## src/rtl/linear_net_seq_pkg.sv

```systemverilog
// Shared types and helpers for the time-multiplexed 3-layer linear network.
// Saturation runs on a 64-bit signed view, so the accumulator must stay within 64 bits (WIDTH <= 30).
package linear_net_pkg;

    typedef enum logic [1:0] {IDLE, RUN, DONE} state_t;
    typedef logic [1:0] layer_t;

    localparam int ACC_GUARD = 4;
    localparam int SAT_W     = 64;

    // Product width plus guard bits so a full row sum can never wrap.
    function automatic int acc_width(input int width);
        return 2 * width + ACC_GUARD;
    endfunction

    function automatic int max_dim(input int a, input int b, input int c);
        int m;
        m = a;
        if (b > m) m = b;
        if (c > m) m = c;
        return m;
    endfunction

    function automatic logic signed [SAT_W-1:0] sat(input logic signed [SAT_W-1:0] v,
                                                     input int width);
        logic signed [SAT_W-1:0] hi, lo;
        hi = (64'sd1 <<< (width - 1)) - 64'sd1;
        lo = -(64'sd1 <<< (width - 1));
        if (v > hi) return hi;
        if (v < lo) return lo;
        return v;
    endfunction

endpackage

```

## src/rtl/linear_net_seq_if.sv

```systemverilog
// Vector-in / vector-out valid/ready bus for linear_net_seq.
interface linear_net_seq_if #(
    parameter int WIDTH = 16,
    parameter int NIN   = 4,
    parameter int NOUT  = 2
);
    logic                    in_valid;
    logic                    in_ready;
    logic [WIDTH*NIN-1:0]    in_data;
    logic                    out_valid;
    logic                    out_ready;
    logic [WIDTH*NOUT-1:0]   out_data;
    logic                    busy;

    modport master (output in_valid, in_data, out_ready,
                    input  in_ready, out_valid, out_data, busy);
    modport slave  (input  in_valid, in_data, out_ready,
                    output in_ready, out_valid, out_data, busy);
endinterface

```

## src/rtl/linear_net_seq_mac_unit.sv

```systemverilog
// Shared signed MAC: wide accumulator plus saturated view of the next sum.
module lin_mac_unit
    import linear_net_pkg::*;
#(
    parameter int WIDTH = 16
) (
    input  logic                    clk,
    input  logic                    rst_n,
    input  logic                    clear,
    input  logic                    accumulate,
    input  logic signed [WIDTH-1:0] weight,
    input  logic signed [WIDTH-1:0] data,
    output logic signed [WIDTH-1:0] result
);
    localparam int ACC_W = acc_width(WIDTH);

    logic signed [2*WIDTH-1:0] prod;
    logic signed [ACC_W-1:0]   acc, acc_next;
    logic signed [SAT_W-1:0]   wide;

    always_comb begin
        prod     = weight * data;
        acc_next = acc + ACC_W'(prod);
        wide     = SAT_W'(acc_next);
        result   = WIDTH'(sat(wide, WIDTH));
    end

    // Clear wins so the row-final edge both consumes acc_next and restarts the sum.
    always_ff @(posedge clk or negedge rst_n) begin
        if (!rst_n)          acc <= '0;
        else if (clear)      acc <= '0;
        else if (accumulate) acc <= acc_next;
    end

endmodule

```

## src/rtl/linear_net_seq.sv

```systemverilog
// Sequential NIN->NOUT1->NOUT2->NOUT linear network: one MAC per cycle walking every weight,
// with two ping-pong activation buffers swapping roles at each layer boundary.
module linear_net_seq
    import linear_net_pkg::*;
#(
    parameter int WIDTH = 16,
    parameter int NIN   = 4,
    parameter int NOUT1 = 3,
    parameter int NOUT2 = 3,
    parameter int NOUT  = 2,
    parameter logic [WIDTH*NIN*NOUT1-1:0]   WEIGHTS_MATRIX_FLAT1 = '0,
    parameter logic [WIDTH*NOUT1*NOUT2-1:0] WEIGHTS_MATRIX_FLAT2 = '0,
    parameter logic [WIDTH*NOUT2*NOUT-1:0]  WEIGHTS_MATRIX_FLAT3 = '0
) (
    input  logic             clk,
    input  logic             rst_n,
    linear_net_seq_if.slave  bus
);
    localparam int MAXDIM = max_dim(NIN, NOUT1, NOUT2);
    // The last layer writes NOUT rows, so the buffers must also cover NOUT.
    localparam int BUF_D  = max_dim(MAXDIM, NOUT, 1);
    localparam int CNT_W  = $clog2(BUF_D + 1);

    typedef logic [CNT_W-1:0] cnt_t;

    state_t state, state_d;
    layer_t layer;
    cnt_t   row, col, nrows, ncols;
    logic   sel;  // 0: buf_a is the source of the current layer

    logic [BUF_D-1:0][WIDTH-1:0] buf_a, buf_b, src_buf;
    logic signed [WIDTH-1:0]     weight, src_val, mac_res;
    logic                        accept, run, col_last, row_last, layer_last;

    always_comb begin
        accept     = (state == IDLE) && bus.in_valid;
        run        = (state == RUN);
        src_buf    = sel ? buf_b : buf_a;
        nrows      = cnt_t'(NOUT);
        ncols      = cnt_t'(NOUT2);
        case (layer)
            2'd0: begin nrows = cnt_t'(NOUT1); ncols = cnt_t'(NIN);   end
            2'd1: begin nrows = cnt_t'(NOUT2); ncols = cnt_t'(NOUT1); end
            default: ;
        endcase
        col_last   = (col == ncols - cnt_t'(1));
        row_last   = (row == nrows - cnt_t'(1));
        layer_last = (layer == 2'd2);
    end

    always_comb begin
        src_val = '0;
        for (int k = 0; k < BUF_D; k++)
            if (col == cnt_t'(k)) src_val = $signed(src_buf[k]);
    end

    // Weight ROM: element [i][j] sits MSB-first in the flat parameter.
    always_comb begin
        weight = '0;
        case (layer)
            2'd0:
                for (int i = 0; i < NOUT1; i++)
                    for (int j = 0; j < NIN; j++)
                        if (row == cnt_t'(i) && col == cnt_t'(j))
                            weight = $signed(WEIGHTS_MATRIX_FLAT1[(NIN*NOUT1-(i*NIN+j))*WIDTH-1 -: WIDTH]);
            2'd1:
                for (int i = 0; i < NOUT2; i++)
                    for (int j = 0; j < NOUT1; j++)
                        if (row == cnt_t'(i) && col == cnt_t'(j))
                            weight = $signed(WEIGHTS_MATRIX_FLAT2[(NOUT1*NOUT2-(i*NOUT1+j))*WIDTH-1 -: WIDTH]);
            2'd2:
                for (int i = 0; i < NOUT; i++)
                    for (int j = 0; j < NOUT2; j++)
                        if (row == cnt_t'(i) && col == cnt_t'(j))
                            weight = $signed(WEIGHTS_MATRIX_FLAT3[(NOUT2*NOUT-(i*NOUT2+j))*WIDTH-1 -: WIDTH]);
            default: ;
        endcase
    end

    lin_mac_unit #(.WIDTH(WIDTH)) u_mac (
        .clk        (clk),
        .rst_n      (rst_n),
        .clear      (accept || (run && col_last)),
        .accumulate (run),
        .weight     (weight),
        .data       (src_val),
        .result     (mac_res)
    );

    always_ff @(posedge clk or negedge rst_n) begin
        if (!rst_n) state <= IDLE;
        else        state <= state_d;
    end

    always_comb begin
        state_d       = state;
        bus.in_ready  = (state == IDLE);
        bus.out_valid = (state == DONE);
        bus.busy      = (state != IDLE);
        bus.out_data  = '0;
        case (state)
            IDLE: if (bus.in_valid) state_d = RUN;
            RUN:  if (col_last && row_last && layer_last) state_d = DONE;
            DONE: if (bus.out_ready) state_d = IDLE;
            default: state_d = IDLE;
        endcase
        // After three swaps the final layer's results sit in the current source buffer.
        if (state == DONE)
            for (int k = 0; k < NOUT; k++)
                bus.out_data[k*WIDTH +: WIDTH] = src_buf[k];
    end

    always_ff @(posedge clk or negedge rst_n) begin
        if (!rst_n) begin
            layer <= '0;
            row   <= '0;
            col   <= '0;
            sel   <= 1'b0;
            buf_a <= '0;
            buf_b <= '0;
        end else if (accept) begin
            for (int k = 0; k < NIN; k++)
                buf_a[k] <= bus.in_data[k*WIDTH +: WIDTH];
            layer <= '0;
            row   <= '0;
            col   <= '0;
            sel   <= 1'b0;
        end else if (run) begin
            if (col_last) begin
                col <= '0;
                for (int k = 0; k < BUF_D; k++)
                    if (row == cnt_t'(k)) begin
                        if (sel) buf_a[k] <= mac_res;
                        else     buf_b[k] <= mac_res;
                    end
                if (row_last) begin
                    row   <= '0;
                    layer <= layer + 2'd1;
                    sel   <= ~sel;
                end else begin
                    row <= row + cnt_t'(1);
                end
            end else begin
                col <= col + cnt_t'(1);
            end
        end
    end

endmodule

```

## src/flat_wrapper.sv

```systemverilog
// flat-port wrapper written by rule: the top's interface ports become plain ports
module linear_net_seq_flat import linear_net_pkg::*;
#(
    parameter int WIDTH = 16,
    parameter int NIN   = 4,
    parameter int NOUT1 = 3,
    parameter int NOUT2 = 3,
    parameter int NOUT  = 2,
    parameter logic [WIDTH*NIN*NOUT1-1:0]   WEIGHTS_MATRIX_FLAT1 = '0,
    parameter logic [WIDTH*NOUT1*NOUT2-1:0] WEIGHTS_MATRIX_FLAT2 = '0,
    parameter logic [WIDTH*NOUT2*NOUT-1:0]  WEIGHTS_MATRIX_FLAT3 = '0
)
  (clk, rst_n, bus_in_valid, bus_in_data, bus_out_ready, bus_in_ready, bus_out_valid, bus_out_data, bus_busy);
  linear_net_seq_if #(.WIDTH(WIDTH), .NIN(NIN), .NOUT(NOUT)) bus_i ();
  input  logic clk;
  input  logic rst_n;
  input wire logic [$bits(bus_i.in_valid)-1:0] bus_in_valid;
  input wire logic [$bits(bus_i.in_data)-1:0] bus_in_data;
  input wire logic [$bits(bus_i.out_ready)-1:0] bus_out_ready;
  output wire logic [$bits(bus_i.in_ready)-1:0] bus_in_ready;
  output wire logic [$bits(bus_i.out_valid)-1:0] bus_out_valid;
  output wire logic [$bits(bus_i.out_data)-1:0] bus_out_data;
  output wire logic [$bits(bus_i.busy)-1:0] bus_busy;
  assign bus_i.in_valid = bus_in_valid;
  assign bus_i.in_data = bus_in_data;
  assign bus_i.out_ready = bus_out_ready;
  assign bus_in_ready = bus_i.in_ready;
  assign bus_out_valid = bus_i.out_valid;
  assign bus_out_data = bus_i.out_data;
  assign bus_busy = bus_i.busy;
  linear_net_seq #(.WIDTH(WIDTH), .NIN(NIN), .NOUT1(NOUT1), .NOUT2(NOUT2), .NOUT(NOUT), .WEIGHTS_MATRIX_FLAT1(WEIGHTS_MATRIX_FLAT1), .WEIGHTS_MATRIX_FLAT2(WEIGHTS_MATRIX_FLAT2), .WEIGHTS_MATRIX_FLAT3(WEIGHTS_MATRIX_FLAT3)) u_core (.clk(clk), .rst_n(rst_n), .bus(bus_i));
endmodule
```

## config.mk

```make
export PLATFORM = sky130hd
export DESIGN_NAME = linear_net_seq_flat
export DESIGN_NICKNAME = d
export VERILOG_FILES = /design/src/rtl/linear_net_seq_pkg.sv /design/src/rtl/linear_net_seq_if.sv /design/src/rtl/linear_net_seq_mac_unit.sv /design/src/rtl/linear_net_seq.sv /design/src/flat_wrapper.sv
export SDC_FILE = /design/constraint.sdc
export NUM_CORES = 1
export LEC_CHECK = 0
export ABC_AREA = 0
export CORE_MARGIN = 4
export CORE_UTILIZATION = 55
export DETAILED_ROUTE_END_ITERATION = 8
export DONT_BUFFER_PORTS = 1
export PLACE_DENSITY = 0.77
export SYNTH_ARGS = -nofsm -noshare
export SYNTH_HDL_FRONTEND = slang
export SYNTH_SLANG_ARGS = --single-unit
```

## constraint.sdc

```tcl
create_clock -name clk -period 1.7 [get_ports clk]
set_input_delay 0.085 -clock clk [delete_from_list [all_inputs] [get_ports clk]]
set_output_delay 0.085 -clock clk [all_outputs]
set_load 0.1 [all_outputs]
```

; ---- After elaboration in Yosys (flattened, before gate mapping)
; Index checks and enable logic that the tools add are counted.
[word_totals]
ff_bits = 111
inputBits = 68
output_inout_bits = 35
word_cells = 96
[classes]
addsub = 5
magnitude_cmp = 2
eq_ne = 13
mux = 39
bitwise = 2
n_reduce_logical = 25
[op_table]
columns = cell, count
row1 = $mux 64, 3
row2 = $mux 16, 9
row3 = $mux 32, 2
row4 = $gt 36x16->1 const B, 1
row5 = $lt 36x16->1 const B, 1
row6 = $mux 36, 1
row7 = $mux 3, 8
row8 = $reduce_bool 2->1, 8
row9 = $mux 2, 7
row10 = $reduce_and 5->1, 2
row11 = $mux 1, 8
row12 = $ne 2x2->1 const B, 4
row13 = $reduce_and 4->1, 2
row14 = $add 3x1->3 const B, 2
row15 = $eq 3x2->1 const B, 2
row16 = $eq 3x3->1, 2
row17 = $pmux 2 s3, 1
row18 = $reduce_and 3->1, 2
row19 = $eq 2x1->1 const B, 2
row20 = $eq 2x2->1 const B, 2
row21 = $logic_and 1x1->1, 4
row22 = $logic_not 2->1, 2
row23 = $reduce_and 2->1, 2
row24 = $eq 3x1->1 const B, 1
row25 = other kinds (7), 8

; ---- Longest topological paths before layout
[depth]
ltp_word = 10
depth_mapped = 8
depth_no_buf = 6

; ---- Cells and area by module
; Synthesis repeated with hierarchy kept, for this count alone.
[hier_totals]
hier_cells = 2172
area_unflattened_um2 = 21156.5
[by_module_without_submodules]
columns = mod, n_inst, cells_each, area_per_inst_um2
row1 = lin_mac_unit, 1, 1441, 13634.3
row2 = linear_net_seq, 1, 731, 7522.2

; ---- Worst setup path after synthesis
; Ideal clock, no wire load.
[synth_path]
path_type = register -> output
startpoint = register u_core.state[0]
endpoint = output port bus_busy
arrival_time_ns = 2.689
path_slack_ns = -1.074
path_stages_with_launch = 3
n_path_buf = 0
path_cell_list = dfrtp_1 > nor2_1 > inv_1
[synth_between]
elab_chain_len = 1
[synth_lines]
columns = element, line_no
row1 = from (decl), linear_net_seq.sv:26  ; state_t state, state_d;
row2 = from (signal assigned), linear_net_seq.sv:92  ; else state <= state_d;
row3 = $reduce_bool 2->1, linear_net_seq.sv:99  ; bus.busy = (state != IDLE);
row4 = to (decl), flat_wrapper.sv:23  ; output wire logic [$bits(bus_i.busy)-1:0] bus_busy;
; Every way passes these cells.

; ---- Worst setup path after layout
[layout_path]
startpoint = register u_core.layer[0]
endpoint = register u_core.state[0]
[layout_between]
elab_chain_len = 9
elab_cells_between_ends = 14
classes_between = 2 x add/sub / 5 x eq/ne / 2 x mux / 5 x reduce/logical
[layout_lines]
columns = element, line_no
row1 = from (decl), linear_net_seq.sv:27  ; layer_t layer;
row2 = from (signal assigned), linear_net_seq.sv:138  ; layer <= layer + 2'd1;
row3 = $eq 2x1->1 / $logic_not 2->1 (equally long branches), linear_net_seq.sv:41  ; case (layer)
row4 = $reduce_or 2->1 (no line), n/a
row5 = $mux 1, linear_net_seq.sv:41
row6 = $sub 2x1->3, linear_net_seq.sv:47  ; row_last = (row == nrows - cnt_t'(1));
row7 = $eq 3x3->1, linear_net_seq.sv:47
row8 = $logic_and 1x1->1, linear_net_seq.sv:103  ; RUN: if (col_last && row_last && layer_last) state_d = DONE;
row9 = $logic_and 1x1->1 (*), linear_net_seq.sv:103
row10 = $ne 2x2->1 (no line) (*), n/a
row11 = $reduce_and 3->1 (no line) (*), n/a
; Mark *: on every way between the ends. The rest lies on a longest branch, timed or not.
; A chain may end at the register's enable or synchronous reset.

==> impl_metrics.ini <==
[critical_path]
crit_type = reg -> reg
critPathArrivalTime_ns = 2.03
worstPathRequired_ns = 1.85
r2r_cells = 6
critPathMaxFanout = 4
rrSetupSlack_ns = -0.18
setup.worst_path.end_class = register
start_kind = register

[synth]
ys_types = 34
synth_edf_count = 0
synth_top_area_share_pct = 49.26
syn_inst = 249
synth-seq-cells = 43
ys_warn_count = 0
synth-seq-area-share_pct = 49.26
syn_nets = 324
synth.avg_cell_area_um2 = 8.773
synth_area_leaders = dfrtp_1, nand2_1, and2_1
yosys.cell_count.top_type = nand2_1
ys_async_sr_fraction_pct = 100.0
syn_area_um2 = 2185
synth_top_cell_by_area = dfrtp_1
synth_ff_type = dfrtp_1
yosys-top-cells-count = nand2_1, dfrtp_1, and2_1, o21ai_1, o21ai_0

[global_routing]
grtUsageTotal_pct = 33.71
grt_antenna_before_repair = 1
overflow = 0
grt_pass1_wl_um = 12890
grt_pass1_vias = 2419
grt_max_degree = 44

[cts]
path_clk_slew_ns = 0.09
clockBufferDepth = 2
clkLatencyLatePin_ns = 0.31
cts_tree = yes
cts_sinks = 43
htreeDepth = 2
numCtsBuffers = 5
clock-root-buffer = clkbuf_8

[pwr]
clkPwrFrac_pct = 14.9
switching_power_w = 0.002052
ir_worst_vdd_mv = 1.053
combPwrFrac_pct = 44.0
power_leakage_nw = 1.619
p_per_area_nw_per_um2 = 1259
switching_share_pct = 45.29
pwr-share-seq_pct = 41.2
intPower_w = 0.002479
power_w = 0.004532

[sta]
post-route-period-util_pct = 110.6
drv_slew = 0
finClkSkew_ns = 0.01249
worst_slew_pin_slew_ns = 0.3454
slew-limit-headroom_pct = 76.91
max_freq_ghz = 0.5318
rsz0062_at_grt = true
fin_ws_ns = -0.1804
fin_crit_ns = 1.880
final_hold_viol_count = 0
setup_violations = 64

[detailed_routing]
drt_iter0_markers = 393
drc = 0
dr.pass1.iters = 7
wl_per_cell_um = 27.95
ant_nets = 0
vias = 2516
wl_um = 10540
avgViaCountPerCell = 6.674

[worst_hold_path]
min_delay_path_depth = 3
hp-class = in -> reg

[final_layout]
ff_latch_area_um2 = 1079
final_nets = 402
fillers = 75
synthToLayoutAreaGrowth_pct = 64.78
postLayoutCoreUtil_pct = 96.16
design_area_um2 = 3600
drive_gt1_share_pct = 36.28
multiInputGateArea_um2 = 1159

[die]
die-area_um2 = 5045
ios = 103
start_util_pct = 58.36
row_count = 22
dieHeight_um = 71.03
die_x_um = 71.03
core-area_um2 = 3744

[job]
drv_cap = 0

[place]
hpwl_um = 4096
placed_cell_area_um2 = 2987
port_buffers = 0
gp_congestion = 0.8526

[outcome]
violations = setup timing
status = complete, but fails checks
## flip-flops by register name (all words and copies together), names as in the netlist
register      cells
u_core.state      2
u_core.row        3
u_core.col        3
u_core.buf_a     32
u_core.sel        1
u_core.layer      2
## cell usage in the layout, fill, tap and decap left out, types with 2 or more instances in the layout
| master | count |
|---|---|
| nand2_1 | 74 |
| dfrtp_1 | 41 |
| dlygate4sd3_1 | 34 |
| buf_12 | 33 |
| and2_2 | 30 |
| o21ai_1 | 25 |
| buf_4 | 12 |
| o21ai_0 | 8 |
| buf_6 | 7 |
| inv_1 | 6 |
| ha_1 | 5 |
| clkbuf_8 | 5 |
| and3_4 | 3 |
| nor2_4 | 2 |
| inv_2 | 2 |
| mux2i_1 | 2 |
| nand3_1 | 2 |
| o21ai_2 | 2 |
| and2_4 | 2 |
| dfrtp_2 | 2 |
## path summary, 6_finish.rpt
check / to / startpoint
max: u_core.state[0] / u_core.layer[0]
min: u_core.col[0] / bus_in_valid
max reg2reg: u_core.state[0] / u_core.layer[0]
min reg2reg: u_core.buf_a[23] / u_core.buf_a[23]
max in group asynchronous: u_core.state[0] / rst_n
min in group asynchronous: u_core.buf_a[23] / rst_n
## power by group through the flow
stage | registers (W) | logic (W) | clock network, W
2_1_floorplan | 0.00166 | 0.00103 | 0
3_3_place_gp | 0.00169 | 0.00119 | 0
3_5_place_dp | 0.00173 | 0.00130 | 0
4_1_cts | 0.00173 | 0.00145 | 0.000646
5_1_grt | 0.00188 | 0.00209 | 0.000705
6_report | 0.00187 | 0.00199 | 0.000674
## area by class of cell
type / count / area share, %
Antenna cell: 1 / 0.06952
Clock buffer: 6 / 2.016
Clock inverter: 2 / 0.3476
Inverter: 8 / 0.8342
Multi-Input combinational cell: 182 / 32.19
Sequential cell: 43 / 29.96
Tap cell: 48 / 1.668
Timing Repair Buffer: 87 / 32.92
## cells by family after synthesis
logic type      share of synthesized area [%]
compound gates                          10.77
xor+xnor                               0.7448
fa+ha+maj                               4.009
buf+inv                                 5.097
flops                                   49.26
mux                                     1.375
simple gates                            28.75
## worst max-delay path: stages (launching register included)
cell and delay [ns]:
dfrtp_1 0.42, inv_2 0.08, ha_4 0.19, xnor2_4 0.24, nand2_1 0.19, nor4b_2 0.41
o21ai_0 0.19
## stage by stage
stage | setup TNS [ns] | cells | setup slack, ns | hold slack (ns)
6_report | -3.702 | 377 | -0.1804 | 0.1286
5_1_grt | -6.476 | 377 | -0.2739 | 0.1175
4_1_cts | -0.01177 | 372 | -0.005450 | 0.01902
3_5_place_dp | -1.638 | 329 | -0.1790 | -0.2098
3_3_place_gp | -0.1182 | 329 | -0.04352 | -0.2097
2_1_floorplan | 0 | 249 | 0.004264 | -0.2106
## metal layers
| metal | vias to the layer above | global-route usage (%) | part of all wire [%] |
|---|---|---|---|
| met1 | 1163 | 39.16 | 32 |
| li1 | 954 | - | - |
| met3 | 93 | 7.813 | 13 |
| met5 | - | 0 | 0 |
| met4 | 0 | 16.91 | 7.9 |
| met2 | 306 | 58.08 | 47 |
## what timing repair did
| item | in CTS | in global routing |
|---|---|---|
| hold buffers | 35 | 0 |
| cloned | 0 | 1 |
| resized for setup | 13 | 28 |
| setup endpoints to repair | 71 | 73 |
| hold endpoints to repair | 76 | 0 |
| pin swaps | 1 | 5 |
| setup buffers | 0 | 3 |
No activity file was read; power rests on OpenSTA's default activity.
